File: config.mk
export PLATFORM = sky130hd
export DESIGN_NAME = multicycle_control
export DESIGN_NICKNAME = d
export VERILOG_FILES = /design/src/rtl/multicycle_control_pkg.sv /design/src/rtl/multicycle_control_alu_op_decode.sv /design/src/rtl/multicycle_control.sv
export SDC_FILE = /design/constraint.sdc
export NUM_CORES = 1
export LEC_CHECK = 0
export BUFFER_PORTS_ARGS = -buffer_cell sky130_fd_sc_hd__buf_4
export CAP_MARGIN = 20
export CORE_MARGIN = 5
export CORE_UTILIZATION = 39
export DETAILED_ROUTE_END_ITERATION = 16
export PLACE_DENSITY = 0.77
export SLEW_MARGIN = 5
export SYNTH_ARGS = -nofsm -noshare
export SYNTH_HDL_FRONTEND = slang
export SYNTH_HIERARCHICAL = 1
export SYNTH_SLANG_ARGS = --single-unit
File: constraint.sdc
create_clock -name clk -period 1.5 [get_ports clk]
set_clock_uncertainty 0.05 [all_clocks]
set_input_delay 0.3 -clock clk [delete_from_list [all_inputs] [get_ports clk]]
set_output_delay 0.3 -clock clk [all_outputs]
set_load 0.03 [all_outputs]
File: src/rtl/multicycle_control_pkg.sv
// Shared constants for the multi-cycle MIPS control path: opcodes, funct
// codes, ALU operation selects, state encoding and mux encodings.
package multicycle_control_pkg;

    // Opcodes of the supported MIPS subset
    localparam logic [5:0] OP_RTYPE = 6'h00;
    localparam logic [5:0] OP_LW    = 6'h23;
    localparam logic [5:0] OP_SW    = 6'h2B;
    localparam logic [5:0] OP_BEQ   = 6'h04;
    localparam logic [5:0] OP_ADDI  = 6'h08;
    localparam logic [5:0] OP_J     = 6'h02;

    // R-type funct codes
    localparam logic [5:0] FN_ADD = 6'h20;
    localparam logic [5:0] FN_SUB = 6'h22;
    localparam logic [5:0] FN_AND = 6'h24;
    localparam logic [5:0] FN_OR  = 6'h25;
    localparam logic [5:0] FN_NOR = 6'h27;
    localparam logic [5:0] FN_SLT = 6'h2A;

    // ALU operation selects
    localparam logic [3:0] ALU_AND = 4'b0000;
    localparam logic [3:0] ALU_OR  = 4'b0001;
    localparam logic [3:0] ALU_ADD = 4'b0010;
    localparam logic [3:0] ALU_SUB = 4'b0110;
    localparam logic [3:0] ALU_SLT = 4'b0111;
    localparam logic [3:0] ALU_NOR = 4'b1100;

    // ALU operand B mux
    localparam logic [1:0] SRCB_REGB   = 2'b00;
    localparam logic [1:0] SRCB_FOUR   = 2'b01;
    localparam logic [1:0] SRCB_IMM    = 2'b10;
    localparam logic [1:0] SRCB_IMM_SH = 2'b11;

    // PC source mux
    localparam logic [1:0] PCSRC_ALU    = 2'b00;
    localparam logic [1:0] PCSRC_ALUOUT = 2'b01;
    localparam logic [1:0] PCSRC_JUMP   = 2'b10;

    // Control FSM state encoding; codes 12-15 are unused
    typedef enum logic [3:0] {
        S_FETCH   = 4'd0,
        S_DECODE  = 4'd1,
        S_MEMADDR = 4'd2,
        S_MEMRD   = 4'd3,
        S_MEMWB   = 4'd4,
        S_MEMWR   = 4'd5,
        S_EXEC_R  = 4'd6,
        S_RWB     = 4'd7,
        S_BRANCH  = 4'd8,
        S_JUMP    = 4'd9,
        S_EXEC_I  = 4'd10,
        S_IWB     = 4'd11
    } state_t;

endpackage

File: src/rtl/multicycle_control_alu_op_decode.sv
// Maps an R-type funct field to an ALU operation select and flags any
// funct outside the supported set. Purely combinational.
module alu_op_decode
    import multicycle_control_pkg::*;
(
    input  logic [5:0] funct,
    output logic [3:0] sel_op,
    output logic       illegal_funct
);

    // Unsupported funct codes select AND and raise the illegal flag
    always_comb begin
        sel_op        = ALU_AND;
        illegal_funct = 1'b0;
        case (funct)
            FN_ADD:  sel_op = ALU_ADD;
            FN_SUB:  sel_op = ALU_SUB;
            FN_AND:  sel_op = ALU_AND;
            FN_OR:   sel_op = ALU_OR;
            FN_NOR:  sel_op = ALU_NOR;
            FN_SLT:  sel_op = ALU_SLT;
            default: illegal_funct = 1'b1;
        endcase
    end

endmodule

File: src/rtl/multicycle_control.sv
// Multi-cycle MIPS control FSM. The state register is the only storage;
// every datapath control is decoded from the current state plus the
// memReady / zeroFlag / opcode / funct inputs.
module multicycle_control
    import multicycle_control_pkg::*;
(
    input  logic       clk,
    input  logic       rst_n,
    input  logic [5:0] opcode,
    input  logic [5:0] funct,
    input  logic       zeroFlag,
    input  logic       memReady,
    output logic [3:0] selOp,
    output logic       aluSrcA,
    output logic [1:0] aluSrcB,
    output logic [1:0] pcSource,
    output logic       pcWrite,
    output logic       irWrite,
    output logic       iorD,
    output logic       memRead,
    output logic       memWrite,
    output logic       regWrite,
    output logic       regDst,
    output logic       memToReg,
    output logic       illegal,
    output logic [3:0] state
);

    state_t     state_q;
    state_t     state_d;
    logic [3:0] funct_op;
    logic       funct_illegal;

    alu_op_decode u_alu_op_decode (
        .funct         (funct),
        .sel_op        (funct_op),
        .illegal_funct (funct_illegal)
    );

    assign state = state_q;

    // State register, forced back to FETCH asynchronously by reset
    always_ff @(posedge clk or negedge rst_n) begin
        if (!rst_n) begin
            state_q <= S_FETCH;
        end else begin
            state_q <= state_d;
        end
    end

    // Next-state and output decode; strobes are suppressed while reset is held
    always_comb begin
        state_d  = state_q;
        selOp    = ALU_AND;
        aluSrcA  = 1'b0;
        aluSrcB  = SRCB_REGB;
        pcSource = PCSRC_ALU;
        pcWrite  = 1'b0;
        irWrite  = 1'b0;
        iorD     = 1'b0;
        memRead  = 1'b0;
        memWrite = 1'b0;
        regWrite = 1'b0;
        regDst   = 1'b0;
        memToReg = 1'b0;
        illegal  = 1'b0;

        case (state_q)
            S_FETCH: begin
                memRead = 1'b1;
                aluSrcB = SRCB_FOUR;
                selOp   = ALU_ADD;
                irWrite = memReady;
                pcWrite = memReady;
                if (memReady) begin
                    state_d = S_DECODE;
                end
            end
            S_DECODE: begin
                aluSrcB = SRCB_IMM_SH;
                selOp   = ALU_ADD;
                case (opcode)
                    OP_RTYPE:    state_d = S_EXEC_R;
                    OP_LW, OP_SW: state_d = S_MEMADDR;
                    OP_BEQ:      state_d = S_BRANCH;
                    OP_ADDI:     state_d = S_EXEC_I;
                    OP_J:        state_d = S_JUMP;
                    default: begin
                        illegal = 1'b1;
                        state_d = S_FETCH;
                    end
                endcase
            end
            S_MEMADDR: begin
                aluSrcA = 1'b1;
                aluSrcB = SRCB_IMM;
                selOp   = ALU_ADD;
                if (opcode == OP_LW) begin
                    state_d = S_MEMRD;
                end else if (opcode == OP_SW) begin
                    state_d = S_MEMWR;
                end else begin
                    state_d = S_FETCH;
                end
            end
            S_MEMRD: begin
                memRead = 1'b1;
                iorD    = 1'b1;
                if (memReady) begin
                    state_d = S_MEMWB;
                end
            end
            S_MEMWB: begin
                regWrite = 1'b1;
                memToReg = 1'b1;
                state_d  = S_FETCH;
            end
            S_MEMWR: begin
                memWrite = 1'b1;
                iorD     = 1'b1;
                if (memReady) begin
                    state_d = S_FETCH;
                end
            end
            S_EXEC_R: begin
                aluSrcA = 1'b1;
                aluSrcB = SRCB_REGB;
                selOp   = funct_op;
                if (funct_illegal) begin
                    illegal = 1'b1;
                    state_d = S_FETCH;
                end else begin
                    state_d = S_RWB;
                end
            end
            S_RWB: begin
                regWrite = 1'b1;
                regDst   = 1'b1;
                state_d  = S_FETCH;
            end
            S_EXEC_I: begin
                aluSrcA = 1'b1;
                aluSrcB = SRCB_IMM;
                selOp   = ALU_ADD;
                state_d = S_IWB;
            end
            S_IWB: begin
                regWrite = 1'b1;
                state_d  = S_FETCH;
            end
            S_BRANCH: begin
                aluSrcA  = 1'b1;
                aluSrcB  = SRCB_REGB;
                selOp    = ALU_SUB;
                pcSource = PCSRC_ALUOUT;
                pcWrite  = zeroFlag;
                state_d  = S_FETCH;
            end
            S_JUMP: begin
                pcSource = PCSRC_JUMP;
                pcWrite  = 1'b1;
                state_d  = S_FETCH;
            end
            default: begin
                state_d = S_FETCH;
            end
        endcase

        if (!rst_n) begin
            pcWrite  = 1'b0;
            irWrite  = 1'b0;
            memWrite = 1'b0;
            regWrite = 1'b0;
        end
    end

endmodule

==> results of run 1 <==
## kinds of logic after synthesis
kind of cell           synth area share
AO/OA/AOI/OAI                     0.244
buffers and inverters            0.0676
AND/OR/NAND/NOR                   0.493
XOR/XNOR                         0.0249
multiplexers                     0.0285
flip-flops                        0.142
## through the flow
step           std cells  instance area, sq um
2_1_floorplan        104                   862
3_3_place_gp         187                  1320
3_5_place_dp         187                  1320
4_1_cts              198                  1610
## timing repair
item,4_1_cts
gates cloned,0
resized for setup,49
setup endpoints to repair,19
pin swaps,17
setup buffers,8
hold buffers,1
endpoints found under the hold margin,4
==> results.md, run 1 <==
- Outcome: stopped before the end
- Failed at: global routing (5_1_grt)
- Stop err: [ERROR DPL-0038] Utilization greater than 100%, impossible to legalize
- Mapped Nets: 120
- Worst setup endpoint GRT: regWrite
- I/O Pins: 38
- Syn Area/Cell: 6.76 sq um
- Post-DP HPWL: 2090 um
- Most common library cells after synthesis: 14 x nor2_1, 10 x a21oi_1, 9 x nor3_1, 7 x nand2b_1, 5 x nand2_1
- Area contributors post-synth: dfrtp_1 14%, nor2_1 7.5%, a21oi_1 7.1%, nor3_1 6.4%, nand2b_1 6.2%
- DP Worst Slack: -308 ps
- Cells after Synth: 104
- Root Driver: clkbuf_4
- Number of buffers added on ports: 37
- Yosys cell types: 42
- CTS Sinks: 4
- Die Y: 52.5 um
- Final RePlAce weighted congestion: 0.866
- Die width: 52.5 um
- Starting Density: 0.407
- Number of synthesized flops with an enable pin: 0
- Largest net degree at the start of global routing: 12
- Seq cells post-synth: 4
- Worst EP kind: top-level output
- Most used standard cell by instance count after synthesis: nor2_1
- Post-synth ARST share: 1.00
- Top_reg_cell synth: dfrtp_1
- CTS Buf Count: 3
- H-tree depth: 1
- Row count: 15
- Post-synth top area share: 0.142
- Mapped Area: 703 sq um
- Register area share after synthesis: 0.142
- Yosys warning count: 6
- Clock buffer depth: 2
- Cell accounting for the most synthesized area: dfrtp_1
==> run 2: changes to the inputs <==
Settings changed: CORE_AREA set to 5 5 66 68, CORE_MARGIN 5 to unset, CORE_UTILIZATION 39 to unset, DIE_AREA set to 0 0 71 73, PLACE_DENSITY 0.77 to unset, PLACE_DENSITY_LB_ADDON set to 0.15.
Clock period 1.5 ns to 1.95 ns, I/O delays scaled along.
==> run 2 against run 1 <==
Area after synthesis unchanged; the run now ends clean; synthesized cell count unchanged.
==> results.md, run 2 <==
- Outcome: completed
- Main combinational cell family by area after synthesis: simple AND/OR/NAND/NOR gates
- Placed Cells: 196
- RSZ-0062 raised after global routing: yes
- Max-Cap Viols: 0
- Mapped Area: 703 sq um
- Final setup vio count: 0
- Root Driver: clkbuf_8
- Nets: 168
- Layout cells sized above 1: 0.467
- Area delta synth->final: 71.9%
- Starting Density: 0.185
- Crit path cell chain: buf_4 > nand2b_4 > a2111o_1 > a32o_2 > buf_4
- Max reg flops: 4
- Most used standard cell by instance count after synthesis: nor2_1
- Post-Synth Adder-Cell Area: 0
- Yosys cell types: 42
- Number of synthesized flops with an enable pin: 0
- Crit Reg-Reg Startpoint: state[2]
- Mapped Nets: 120
- Leakage: 0.537 nW
- Hold path startpoint: opcode[3]
- Fmax: 523 MHz
- Post-DP HPWL: 2140 um
- Initial antenna violation count: 0
- Core Area: 0.00380 sq mm
- Die Y: 73 um
- Final worst setup slack: 38.8 ps
- DP Worst Slack: -33.0 ps
- Critical path's top delay family: compound AO/OA/AOI/OAI gates
- CP Launch Point: funct[4]
- CTS tree: done
- Final hold vios: 0
- CP max stage delay: 410 ps
- Post-Synth Simple-Gate Area: 0.493
- Die Footprint: 0.00518 sq mm
- Crit path max fanout: 3
- Cell accounting for the most synthesized area: dfrtp_1
- Via count: 933
- Power Dens Cells: 740 mW/mm^2
- Vias/cell: 4.67
- Setup Crit Path Kind: in2out
- Global route overflow: 0
- I/O Pins: 38
- Clk pin slew, worst setup/hold paths: 30 ps
- Proportion of synthesized area in mux cells: 0.0285
- Register area share after synthesis: 0.142
- Drt first pass iters: 4
- Number of buffers added on ports: 37
- Critical Path AT: 1470 ps
- CP Capture Type: primary output
- Most used cell, CP: buf_4
- WL/cell: 13.0 um
- Hold_ws: 439 ps
- CP Launch Type: primary input
- Final instance area: 0.00121 sq mm
- Clk_lat worst skew: 210 ps
- First-pass GRT wire length: 4280 um
- Length in cells of the worst reg-to-reg path: 4
- Clock buffer depth: 2
- Post CTS Setup Buffer Count: 0
- Crit Reg-Reg Endpoint: state[1]
- Final RePlAce weighted congestion: 0.737
- Synth Area in Compound Gates: 0.244
- R2R setup slack: 480 ps
- Worst slew pin tran: 303 ps
- Seq cells post-synth: 4
- CTS Buf Count: 3
- ANT cells: 0
- DRT iter0 DRCs: 59
- Post-synth ARST share: 1.00
- Cells after Synth: 104
- Critical Path RT: 1510 ps
- Most common library cells after synthesis: 14 x nor2_1, 10 x a21oi_1, 9 x nor3_1, 7 x nand2b_1, 5 x nand2_1
- Largest net degree at the start of global routing: 11
- Hold path cells: 2
- WHS Endpoint: state[1]
- Setup TNS: 0 ps
- Area contributors post-synth: dfrtp_1 14%, nor2_1 7.5%, a21oi_1 7.1%, nor3_1 6.4%, nand2b_1 6.2%
- Slew margin rel.: 0.796
- Period utilization: 0.980
- Finished Layout Cells: 200
- Row count: 23
- Tot GR Track Use: 0.102
- Top_reg_cell synth: dfrtp_1
- Max VDD drop: 0.220 mV
- H-tree depth: 1
- Vias in the first global route: 903
- Yosys warning count: 6
- Syn Area/Cell: 6.76 sq um
- Slew Limit Fails: 0
- CP bufs+invs: 2
- Synth Area in XOR/XNOR: 0.0249
- Die width: 71 um
- CTS Sinks: 4
- Detailed-route wire length: 2600 um
- DRC: 0
- Fin crit period: 1910 ps
- Commonest cells after routing, fill and taps aside: 47 x buf_4, 12 x nor2_1, 9 x a21oi_1
- Slowest stage cell, crit path: a2111o_1
- Commonest non-fill, non-tap cell in the layout: buf_4
- Placed inst area: 0.00113 sq mm
- Hold Path Class: in2reg
- Post-synth top area share: 0.142
- Antenna Nets Post-Route: 0
==> run 2: cell counts after synthesis <==
Identical to the previous run, type by type.
==> run 2: worst register-to-register path, delay by kind of cell (launching register included) <==
kind / cells / cell delay, ps
and+or+nand+nor: 2 / 620
AOI/OAI and AO/OA: 1 / 170
buffers and inverters: 1 / 170
DFF: 1 / 380
==> run 2: per-stage QoR <==
| stage | total power, mW | util |
|---|---|---|
| final | 0.895 | 0.318 |
| after global routing | 0.958 | 0.318 |
| after CTS | 0.901 | 0.315 |
| after detailed placement | 0.720 | 0.298 |
| after global placement | 0.722 | 0.298 |
| after floorplan | 0.469 | - |
==> run 2: per-layer routing <==
| layer | up-vias | wire, um | global-route usage |
|---|---|---|---|
| met3 | 2 | 154 | 0.0275 |
| met5 | - | 0 | 0 |
| met4 | 0 | 8 | 0.0251 |
| met1 | 440 | 1140 | 0.125 |
| li1 | 471 | - | - |
| met2 | 20 | 1300 | 0.176 |
==> run 2: how the worst max path moves through the flow <==
stage	depth (start not counted)	slack [ps]	to
after floorplan	4	-140	irWrite
after global placement	7	-10	selOp[1]
after detailed placement	7	-30	selOp[1]
after CTS	7	4	selOp[1]
after global routing	5	0.07	regWrite
final	5	40	illegal
==> run 2: area by class of cell <==
type	count	area, sq um
Fill cell	444	2590
Multi-Input combinational cell	90	616
Timing Repair Buffer	49	374
Sequential cell	4	100
Tap cell	50	62.6
Clock buffer	3	41.3
Inverter	4	15.0
==> run 2: kinds of logic after synthesis <==
family,after synthesis
flip-flops,4
XOR/XNOR,2
AND/OR/NAND/NOR,60
multiplexers,2
buffers and inverters,10
AO/OA/AOI/OAI,26
==> run 2: power breakdown <==
group / total [mW] / leakage [nW] / internal [mW] / switching, mW
Combinational: 0.606 / 0.461 / 0.249 / 0.357
Clock: 0.170 / 0.0216 / 0.131 / 0.0390
Sequential: 0.119 / 0.0538 / 0.0974 / 0.0216
Total: 0.895 / 0.537 / 0.478 / 0.417
==> run 2: repair_timing <==
item,CTS,global route
hold buffers,1,0
resized for setup,2,5
hold endpoints to repair,4,0
pin swaps,1,3
endpoints found under the setup margin,2,6
No activity file was read; power rests on OpenSTA's default activity.
==> run 3: changes to the inputs <==
Settings changed: SLEW_MARGIN 5 to 10.
Clock period 1.95 ns to 1.8 ns, I/O delays scaled along.
==> run 3 against run 2 <==
The run now ends with setup timing left; global-route usage is essentially flat; total power grew 26%; cell count grew 4.0%; core utilization grew 5.8 points; first-iteration DRC count shrank 39%; wire length grew 3.6%; clock power grew 16%.
==> results.md, run 3 (same netlist as run 2, synthesis figures left out) <==
- Outcome: finished, violations left
- Failing checks: setup timing
- Length in cells of the worst reg-to-reg path: 4
- Register share of total power: 0.128
- Drt first pass iters: 4
- Largest net degree at the start of global routing: 11
- Slew margin rel.: 0.805
- Finished Layout Cells: 208
- Crit path max fanout: 7
- Number of buffers added on ports: 37
- Hold path cells: 2
- Fmax: 555 MHz
- CTS Sinks: 4
- DRC: 0
- Worst slew pin tran: 287 ps
- Slew Limit Fails: 0
- Setup Crit Path Kind: in2out
- WL/cell: 12.9 um
- Clock buffer depth: 2
- Most used cell, CP: buf_6
- Die width: 71 um
- Hold_ws: 409 ps
- Crit Reg-Reg Startpoint: state[0]
- CTS tree: done
- DRT iter0 DRCs: 36
- Critical Path AT: 1390 ps
- Clk_lat worst skew: 220 ps
- Sw frac: 0.453
- Critical path's top delay family: compound AO/OA/AOI/OAI gates
- Nets: 175
- Post-DP HPWL: 2130 um
- H-tree depth: 1
- Root Driver: clkbuf_8
- Layout cells sized above 1: 0.595
- Power Dens Cells: 787 mW/mm^2
- Row count: 23
- Period utilization: 1.00
- Antenna Nets Post-Route: 0
- Crit path cell chain: buf_6 > nand2b_1 > a2111o_1 > a32o_2 > buf_6
- Detailed-route wire length: 2690 um
- I/O Pins: 38
- Hold path startpoint: opcode[3]
- Leakage: 0.600 nW
- Commonest cells after routing, fill and taps aside: 39 x buf_4, 14 x buf_6, 9 x nor2_1
- Switching power: 509 uW
- Core Area: 0.00380 sq mm
- Commonest non-fill, non-tap cell in the layout: buf_4
- Final hold vios: 0
- Starting Density: 0.185
- Int Pwr: 616 uW
- Fin crit period: 1800 ps
- Critical Path RT: 1390 ps
- Die Y: 73 um
- Die Footprint: 0.00518 sq mm
- Area delta synth->final: 103%
- Final worst setup slack: -0.236 ps
- Global route overflow: 0
- ANT cells: 0
- Hold Path Class: in2reg
- Max-Cap Viols: 0
- Max VDD drop: 0.270 mV
- Slowest stage cell, crit path: a2111o_1
- CP Launch Type: primary input
- First-pass GRT wire length: 4400 um
- RSZ-0062 raised after global routing: yes
- Placed Cells: 199
- Comb power frac: 0.696
- Vias/cell: 4.74
- Clk pin slew, worst setup/hold paths: 30 ps
- Vias in the first global route: 977
- Via count: 985
- R2R setup slack: 350 ps
- CP max stage delay: 430 ps
- CP Capture Type: primary output
- Clock Power Share: 0.176
- Final setup vio count: 1
- Crit Reg-Reg Endpoint: state[1]
- Final RePlAce weighted congestion: 0.825
- Max reg flops: 4
- Initial antenna violation count: 0
- Tot GR Track Use: 0.102
- Fillers: 420
- CP bufs+invs: 2
- CTS Buf Count: 3
- WHS Endpoint: state[1]
run 3: cell types whose count changed in the layout (fill, tap and decap cells not counted), moves of 3 or more:
| cell | change |
|---|---|
| nand2b_4 | +3 |
| buf_4 | -8 |
| buf_6 | +13 |
| dfrtp_2 | +4 |
| nor2_4 | +4 |
| nor2_1 | -3 |
| dfrtp_1 | -4 |
run 3: cell type report:
class	instances	area, sq um	area share
inverter	4	17.5	0.0123
multi-input combinational	90	708	0.496
tap	50	62.6	0.0438
timing repair buffer	56	490	0.343
clock buffer	4	45.0	0.0315
sequential	4	105	0.0736
run 3: worst register-to-register path, delay by kind of cell (launching register included):
kind            cells  cell delay (ps)
simple gates        2              510
buf+inv             1              160
flops               1              450
compound gates      1              180
run 3: routing by layer:
layer	global-route usage	vias to the layer above	part of all wire
li1	-	488	-
met1	0.124	467	0.44
met2	0.185	28	0.51
met3	0.0124	2	0.050
met4	0.0313	0	0.0071
met5	0	-	0
run 3: power groups by stage:
stage	registers [mW]	logic, mW	clock network, mW
finish	0.144	0.783	0.198
global route	0.149	0.843	0.213
CTS	0.132	0.731	0.201
detailed placement	0.132	0.684	0
global placement	0.135	0.681	0
floorplan	0.151	0.398	0
run 3: worst max path at each step:
stage | startpoint | depth (start not counted) | to | slack (ps)
floorplan | state[3] | 5 | regWrite | -100
global placement | funct[2] | 7 | selOp[1] | -110
detailed placement | funct[2] | 7 | selOp[1] | -130
CTS | state[3] | 4 | irWrite | -30
global route | state[3] | 4 | irWrite | -80
finish | funct[2] | 5 | illegal | -0.2
run 3: repair_timing:
item,in CTS,in global routing
setup buffers,2,3
resized for setup,20,22
endpoints found under the setup margin,10,11
hold buffers,1,0
endpoints found under the hold margin,4,0
pin swaps,10,10
run 3: stage by stage:
step	setup slack [ps]	util	power, mW	setup TNS, ps	area (sq um)
3_5_place_dp	-134	0.314	0.816	-405	1190
2_1_floorplan	-98.4	-	0.549	-213	790
5_1_grt	-78.4	0.376	1.20	-284	1430
3_3_place_gp	-111	0.314	0.816	-356	1190
6_report	-0.236	0.376	1.12	-0.236	1430
4_1_cts	-27.6	0.350	1.06	-50.6	1330
